$ cat config.mk
export PLATFORM = sky130hd
export DESIGN_NAME = sha_1_pad
export DESIGN_NICKNAME = d
export VERILOG_FILES = /design/src/rtl/sha_1_pad.sv
export SDC_FILE = /design/constraint.sdc
export NUM_CORES = 2
export LEC_CHECK = 0
export BUFFER_PORTS_ARGS = -buffer_cell sky130_fd_sc_hd__buf_2
export CORE_MARGIN = 4
export CORE_UTILIZATION = 33
export CTS_BUF_LIST = sky130_fd_sc_hd__clkbuf_16
export DETAILED_ROUTE_END_ITERATION = 16
export PLACE_DENSITY = 0.48
export SETUP_SLACK_MARGIN = 0.1
export SLEW_MARGIN = 20
export SYNTH_ARGS = -nofsm -noshare
export SYNTH_HDL_FRONTEND = slang
export SYNTH_SLANG_ARGS = --single-unit
$ cat constraint.sdc
create_clock -name clk -period 10.4 [get_ports clk]
set_clock_uncertainty 0.1 [all_clocks]
set_input_delay 1.04 -clock clk [delete_from_list [all_inputs] [get_ports clk]]
set_output_delay 1.04 -clock clk [all_outputs]
set_load 0.005 [all_outputs]
$ cat src/rtl/sha_1_pad.sv
// ---------------------------------------------------------------------------
// sha_1_pad : SHA-1 message padder, 32-bit word stream in, 512-bit blocks out
// Revision  : 1.0
// ---------------------------------------------------------------------------
`default_nettype none

module sha_1_pad (
  input  logic         clk,
  input  logic         rst,
  input  logic [31:0]  in_data,
  input  logic         in_valid,
  input  logic         in_last,
  input  logic [2:0]   in_bytes,
  output logic         in_ready,
  output logic [511:0] Data,
  output logic [63:0]  Index,
  output logic         Enable,
  input  logic         Ready,
  output logic         msg_done
);

  typedef enum logic [2:0] {FILL, PAD, LEN, SEND, WAIT} state_t;

  state_t        state, state_nx;
  logic [31:0]   blk_buf [16];
  logic [511:0]  blk_flat;
  logic [4:0]    wcnt;
  logic [63:0]   bitlen;
  logic          pad_done;
  logic          last_blk;
  logic          tail;       // final message word already consumed
  logic [2:0]    bytes_eff;
  logic [31:0]   last_word;
  logic          accept;
  logic          ack;
  logic          wr_en;
  logic [31:0]   wr_data;

  // Byte counts above 4 are treated as a full word.
  always_comb begin
    bytes_eff = (in_bytes > 3'd4) ? 3'd4 : in_bytes;
    case (bytes_eff)
      3'd0:    last_word = 32'h8000_0000;
      3'd1:    last_word = {in_data[31:24], 24'h80_0000};
      3'd2:    last_word = {in_data[31:16], 16'h8000};
      3'd3:    last_word = {in_data[31:8], 8'h80};
      default: last_word = in_data;
    endcase
  end

  always_comb begin
    blk_flat = '0;
    for (int i = 0; i < 16; i++) blk_flat[511-32*i -: 32] = blk_buf[i];
  end

  always_comb begin
    state_nx = state;
    in_ready = 1'b0;
    accept   = 1'b0;
    ack      = 1'b0;
    wr_en    = 1'b0;
    wr_data  = 32'h0;
    unique case (state)
      FILL: begin
        in_ready = rst;
        if (in_valid && rst) begin
          accept  = 1'b1;
          wr_en   = 1'b1;
          wr_data = in_last ? last_word : in_data;
          if (wcnt == 5'd15) state_nx = SEND;
          else if (in_last)  state_nx = PAD;
        end
      end
      PAD: begin
        if (wcnt == 5'd14 && pad_done) begin
          state_nx = LEN;
        end else begin
          wr_en   = 1'b1;
          wr_data = pad_done ? 32'h0 : 32'h8000_0000;
          if (wcnt == 5'd15) state_nx = SEND;
        end
      end
      LEN: begin
        wr_en   = 1'b1;
        wr_data = wcnt[0] ? bitlen[31:0] : bitlen[63:32];
        if (wcnt == 5'd15) state_nx = SEND;
      end
      SEND: state_nx = WAIT;
      WAIT: begin
        if (Ready) begin
          ack = 1'b1;
          if (last_blk)  state_nx = FILL;
          else if (tail) state_nx = PAD;
          else           state_nx = FILL;
        end
      end
      default: state_nx = FILL;
    endcase
  end

  always_ff @(posedge clk) begin
    if (!rst) state <= FILL;
    else      state <= state_nx;
  end

  always_ff @(posedge clk) begin
    if (wr_en) blk_buf[wcnt[3:0]] <= wr_data;
  end

  always_ff @(posedge clk) begin
    if (!rst) begin
      wcnt     <= 5'd0;
      bitlen   <= 64'd0;
      pad_done <= 1'b0;
      last_blk <= 1'b0;
      tail     <= 1'b0;
      Data     <= '0;
      Index    <= 64'd0;
      Enable   <= 1'b0;
      msg_done <= 1'b0;
    end else begin
      Enable   <= (state == SEND);
      msg_done <= 1'b0;
      if (wr_en) wcnt <= wcnt + 5'd1;
      if (accept) begin
        bitlen <= bitlen + (in_last ? {58'd0, bytes_eff, 3'd0} : 64'd32);
        if (in_last) begin
          tail     <= 1'b1;
          pad_done <= (bytes_eff != 3'd4);
        end
      end
      if (state == PAD && wr_en) pad_done <= 1'b1;
      if (state_nx == SEND && state != SEND) last_blk <= (state == LEN);
      if (state == SEND) Data <= blk_flat;
      if (ack) begin
        wcnt     <= 5'd0;
        msg_done <= last_blk;
        if (last_blk) begin
          Index    <= 64'd0;
          bitlen   <= 64'd0;
          pad_done <= 1'b0;
          tail     <= 1'b0;
        end else begin
          Index <= Index + 64'd1;
        end
      end
    end
  end

endmodule

`default_nettype wire
## Yosys cells after proc, flatten, opt, wreduce, memory -nomap -nowiden

Memory sizes are Yosys's and may differ from the RTL's. A register that Yosys moved wholly into a read port is not among the register bits.
Index checks and enable logic that the tools add are counted.
W data, S select, Z words.

| storage, ports and cells | value |
|---|---|
| register bits | 141 |
| latch bits | 0 |
| RAM bits | 512 |
| bits in read-only memories | 0 |
| input port bits | 40 |
| output and inout port bits | 579 |
| logic and storage cells | 91 |
| memories | 1 |

Memory list:

| memory | words | bits a word | read ports | clocked after memory_dff | wr ports | RTL line | text |
|---|---|---|---|---|---|---|---|
| blk_buf | 16 | 32 | 16 | 16 | 1 | 25 | `logic [31:0] blk_buf [16];` |

| operators by class | value |
|---|---|
| add/sub/neg operators | 3 |
| $mul | 0 |
| div/mod/pow operators | 0 |
| $lt $le $gt $ge | 1 |
| eq/ne operators | 12 |
| shifts and indexed selects | 0 |
| mux-type cells | 40 |
| bitwise gates (word level) | 1 |
| reductions and logical operators | 24 |

Operators by type and width:

| kind | count |
|---|---|
| $mux W64 | 4 |
| $mux W32 | 5 |
| $pmux W32 S4 | 1 |
| $pmux W32 S3 | 1 |
| $add A64 B1 Y64 const B | 1 |
| $add A64 B6 Y64 | 1 |
| $mux W3 | 7 |
| $mux W1 | 19 |
| $logic_not A1 Y1 | 16 |
| $eq A3 B2 Y1 const B | 5 |
| $pmux W3 S5 | 1 |
| $eq A5 B4 Y1 const B | 2 |
| $eq A3 B1 Y1 const B | 2 |
| $logic_not A3 Y1 | 2 |
| $mux W6 | 1 |
| $add A5 B1 Y5 const B | 1 |
| $logic_and A1 B1 Y1 | 4 |
| $eq A3 B3 Y1 const B | 1 |
| $gt A3 B3 Y1 const B | 1 |
| $ne A3 B2 Y1 const B | 1 |
| $ne A3 B3 Y1 const B | 1 |
| $pmux W1 S3 | 1 |
| $reduce_and A2 Y1 | 1 |
| $reduce_or A2 Y1 | 1 |
| $not A1 Y1 | 1 |

## Logic depth before layout (Yosys ltp)

| logic depth | value |
|---|---|
| depth after elaboration | 8 |
| depth in mapped cells | 11 |
| mapped depth without buffers | 9 |

## Worst setup path after synthesis

Ideal clock, no wire load.

| timing path | value |
|---|---|
| kind | register to register |
| from | register wcnt[0] |
| to | memory blk_buf[0][0], enable pin |
| setup time | 0.461 ns |
| data arrival time | 4.437 ns |
| path slack | 5.402 ns |
| cell stages (with the launch flop) | 11 |
| path buffers | 3 |
| clock period less this slack | 4.998 ns |
| cells stage by stage | dfxtp_1 clkbuf_1 buf_1 inv_1 ha_1 nand4_1 o21bai_1 a21oi_1 clkbuf_1 o21ai_0 nor3_1 |

| on the way | value |
|---|---|
| word-level cells in the longest chain between the ends | 6 |

Ends and longest elaborated chain:

| item | RTL line | text |
|---|---|---|
| start, declared | 27 | `logic [4:0] wcnt;` |
| start signal, assigned | 124 | `if (wr_en) wcnt <= wcnt + 5'd1;` |
| $eq A5 B4 Y1 | 75 | `if (wcnt == 5'd14 && pad_done) begin` |
| $logic_and A1 B1 Y1 | 75 |  |
| $mux W1 | 75 |  |
| $pmux W1 S3 | 63 | `unique case (state)` |
| $mux W1 | 107 | `if (wr_en) blk_buf[wcnt[3:0]] <= wr_data;` |
| $mux W1 (not written as such) | 107 |  |
| end, declared | 25 |  |

Parallel ways exist; a longest one is shown, timed or not.

## Final worst setup path

| timing path | value |
|---|---|
| from | register wcnt[0] |
| to | memory blk_buf[4][3], enable pin |

Same word-level chain as after synthesis.

==> out/metrics.cfg <==
[sta]
period_needed_ns=4.43
hold_viol=0
holdWs_ns=0.352
max-slew-margin-rel_pct=24.9
worst_pin_slew_ns=1.12
setup_viol=0
tns_ns=0
report.final.slew_viol_count=0
rsz0062_at_grt=false
fmax_mhz=226
fin_crit_sh_pct=42.6

[grt]
grt_max_degree=258
overflow=0
antenna_found_initial=19
track_usage_pct=22.3
grt_pass1_vias=28600
grt_pass1_wl_mm=213

[synthesis]
syn_nets=3746
async_flop_share_pct=0
yosys.cell_count.top_type=nand2_1
yosysTopAreaCell=edfxtp_1
yosysWarnings=0
synth-main-ff-cell=dfxtp_1
synth_cells=3696
syn_area_per_cell_um2=11.2
synth_cell_types=54
synth_seq_area_share_pct=68.3
synth_edf_count=512
synth_area_leaders=edfxtp_1 (37%), dfxtp_1 (31%), nand2_1 (10%)
syn_area_um2=41600
yosysTopAreaCellShare_pct=37.0
synth_seq_cells=1162
yosys-top-cells-count=nand2_1 (1105), dfxtp_1 (650), a21boi_0 (514)

[die]
initial_core_util_pct=33.4
die-height_um=363
fp.coreArea_um2=124000
die_area_um2=132000
ios=619
die_x_um=363
rows=129

[cts]
cts_buffer_depth=3
htree_levels=4
clock_sinks=1162
cts_root_buffer=clkbuf_16
cts_tree=built
path_clk_slew_ns=0.06
post_cts_resize_count=0
cts_buffers=130
cts-hold-fix-buffers=0
clk_latency_ns=0.74
cts_setup_buffers=0

[routing]
postRouteAntennaNets=0
wl_per_cell_um=25.3
num_vias=30000
drc=0
drt_first_pass_iters=5
via_per_inst=5.00
drtIter0Drc=2821
wirelength_mm=152

[run]
drv_cap=0

[pwr]
p_leak_uw=0.0181
pwr_density_cell_nw_per_um2=185
irDropWorstVdd_mv=0.148

[worst_setup_path]
start_kind=register
end_kind=register
crit_type=reg2reg
cp_max_fo=36
crit_required_ns=10.65
cp_data_arrival_time_ns=4.68

[place]
gp_congestion=0.857
io_buffers=618
hpwl_mm=103

[layout]
fin_util_pct=40.8
area_growth_pct=22.1
drive_gt1_share_pct=20.2
fin_nets=4302

[run_status]
status=finished clean

[hold_path]
hp-class=reg2reg

-- worst max-delay path, cell delays in order (launching register included) --
cell,delay [ns]
dfxtp_2,1.03
inv_1,0.17
ha_1,0.27
nand4_1,0.14
o21bai_1,0.08
a21oi_1,0.77
o21ai_1,0.49
nor2_4,0.97
-- placed cells by master, fill, tap and decap left out, drive strengths merged, types with 15 or more instances in the layout --
cell / instances
buf: 647
and3: 16
xnor2: 16
inv: 80
mux2i: 33
clkbuf: 132
nand4: 50
nand2: 1105
a21boi: 514
a21oi: 97
nor2: 66
or3: 37
edfxtp: 512
o21ai: 75
nand3: 45
dfxtp: 650
or4: 53
clkinv: 42
nor3: 28
xor2: 15
o31ai: 49
-- report_power, final --
part           leakage [µW]  internal, µW  switching, µW  total [µW]
sequential          0.00996          4780           15.2        4790
clock               0.00217          2520           1900        4430
combinational       0.00602          51.5            134         186
total                0.0181          7350           2050        9400
-- cell families after synthesis --
logic type / share of synthesized area (%)
AO/OA/AOI/OAI: 12.6
XOR/XNOR: 0.653
adder cells (fa/ha/maj): 0.319
buffers and inverters: 2.28
flip-flops: 68.3
multiplexers: 0.795
AND/OR/NAND/NOR: 15.0
-- sequential cells by signal, summed over array words and instances, names as in the netlist, 3 cells and up --
name     flops
wcnt         5
Index       64
bitlen      61
state        3
blk_buf    512
Data       512
-- stage by stage --
stage | std cells | setup WS [ns] | power, µW | area (µm²)
after floorplan | 3696 | 5.40 | 4970 | 41600
final | 5999 | 5.97 | 9400 | 50800
after global placement | 5755 | 5.97 | 5070 | 46600
after CTS | 5993 | 5.98 | 9510 | 50700
after global routing | 5996 | 5.67 | 9690 | 50700
after detailed placement | 5755 | 6.01 | 5070 | 46600
-- final timing paths --
kind	start	end	slack [ns]	depth (start not counted)
setup reg to reg	wcnt[0]$_SDFFE_PP0P_	blk_buf[4][3]$_DFFE_PP_	5.97	7
setup / recovery	wcnt[0]$_SDFFE_PP0P_	blk_buf[4][3]$_DFFE_PP_	5.97	7
hold reg to reg	tail$_SDFF_PN0_	tail$_SDFF_PN0_	0.35	2
hold / removal	tail$_SDFF_PN0_	tail$_SDFF_PN0_	0.35	2
-- cell type report --
type,instances,area (µm²)
clock buffer,132,3300
fill,12100,73700
tap,1637,2050
sequential,1162,28400
inverter,27,101
antenna,4,10.0
clock inverter,106,813
timing repair buffer,647,3410
multi-input combinational,2284,12700
-- metal layers --
metal | global-route usage, % | vias to the layer above | wire length [µm]
li1 | - | 14000 | -
met1 | 30.4 | 14800 | 66200
met2 | 36.5 | 1005 | 71700
met3 | 4.16 | 189 | 9910
met4 | 6.49 | 0 | 4220
met5 | 0 | - | 0
No activity file was read; power rests on OpenSTA's default activity.
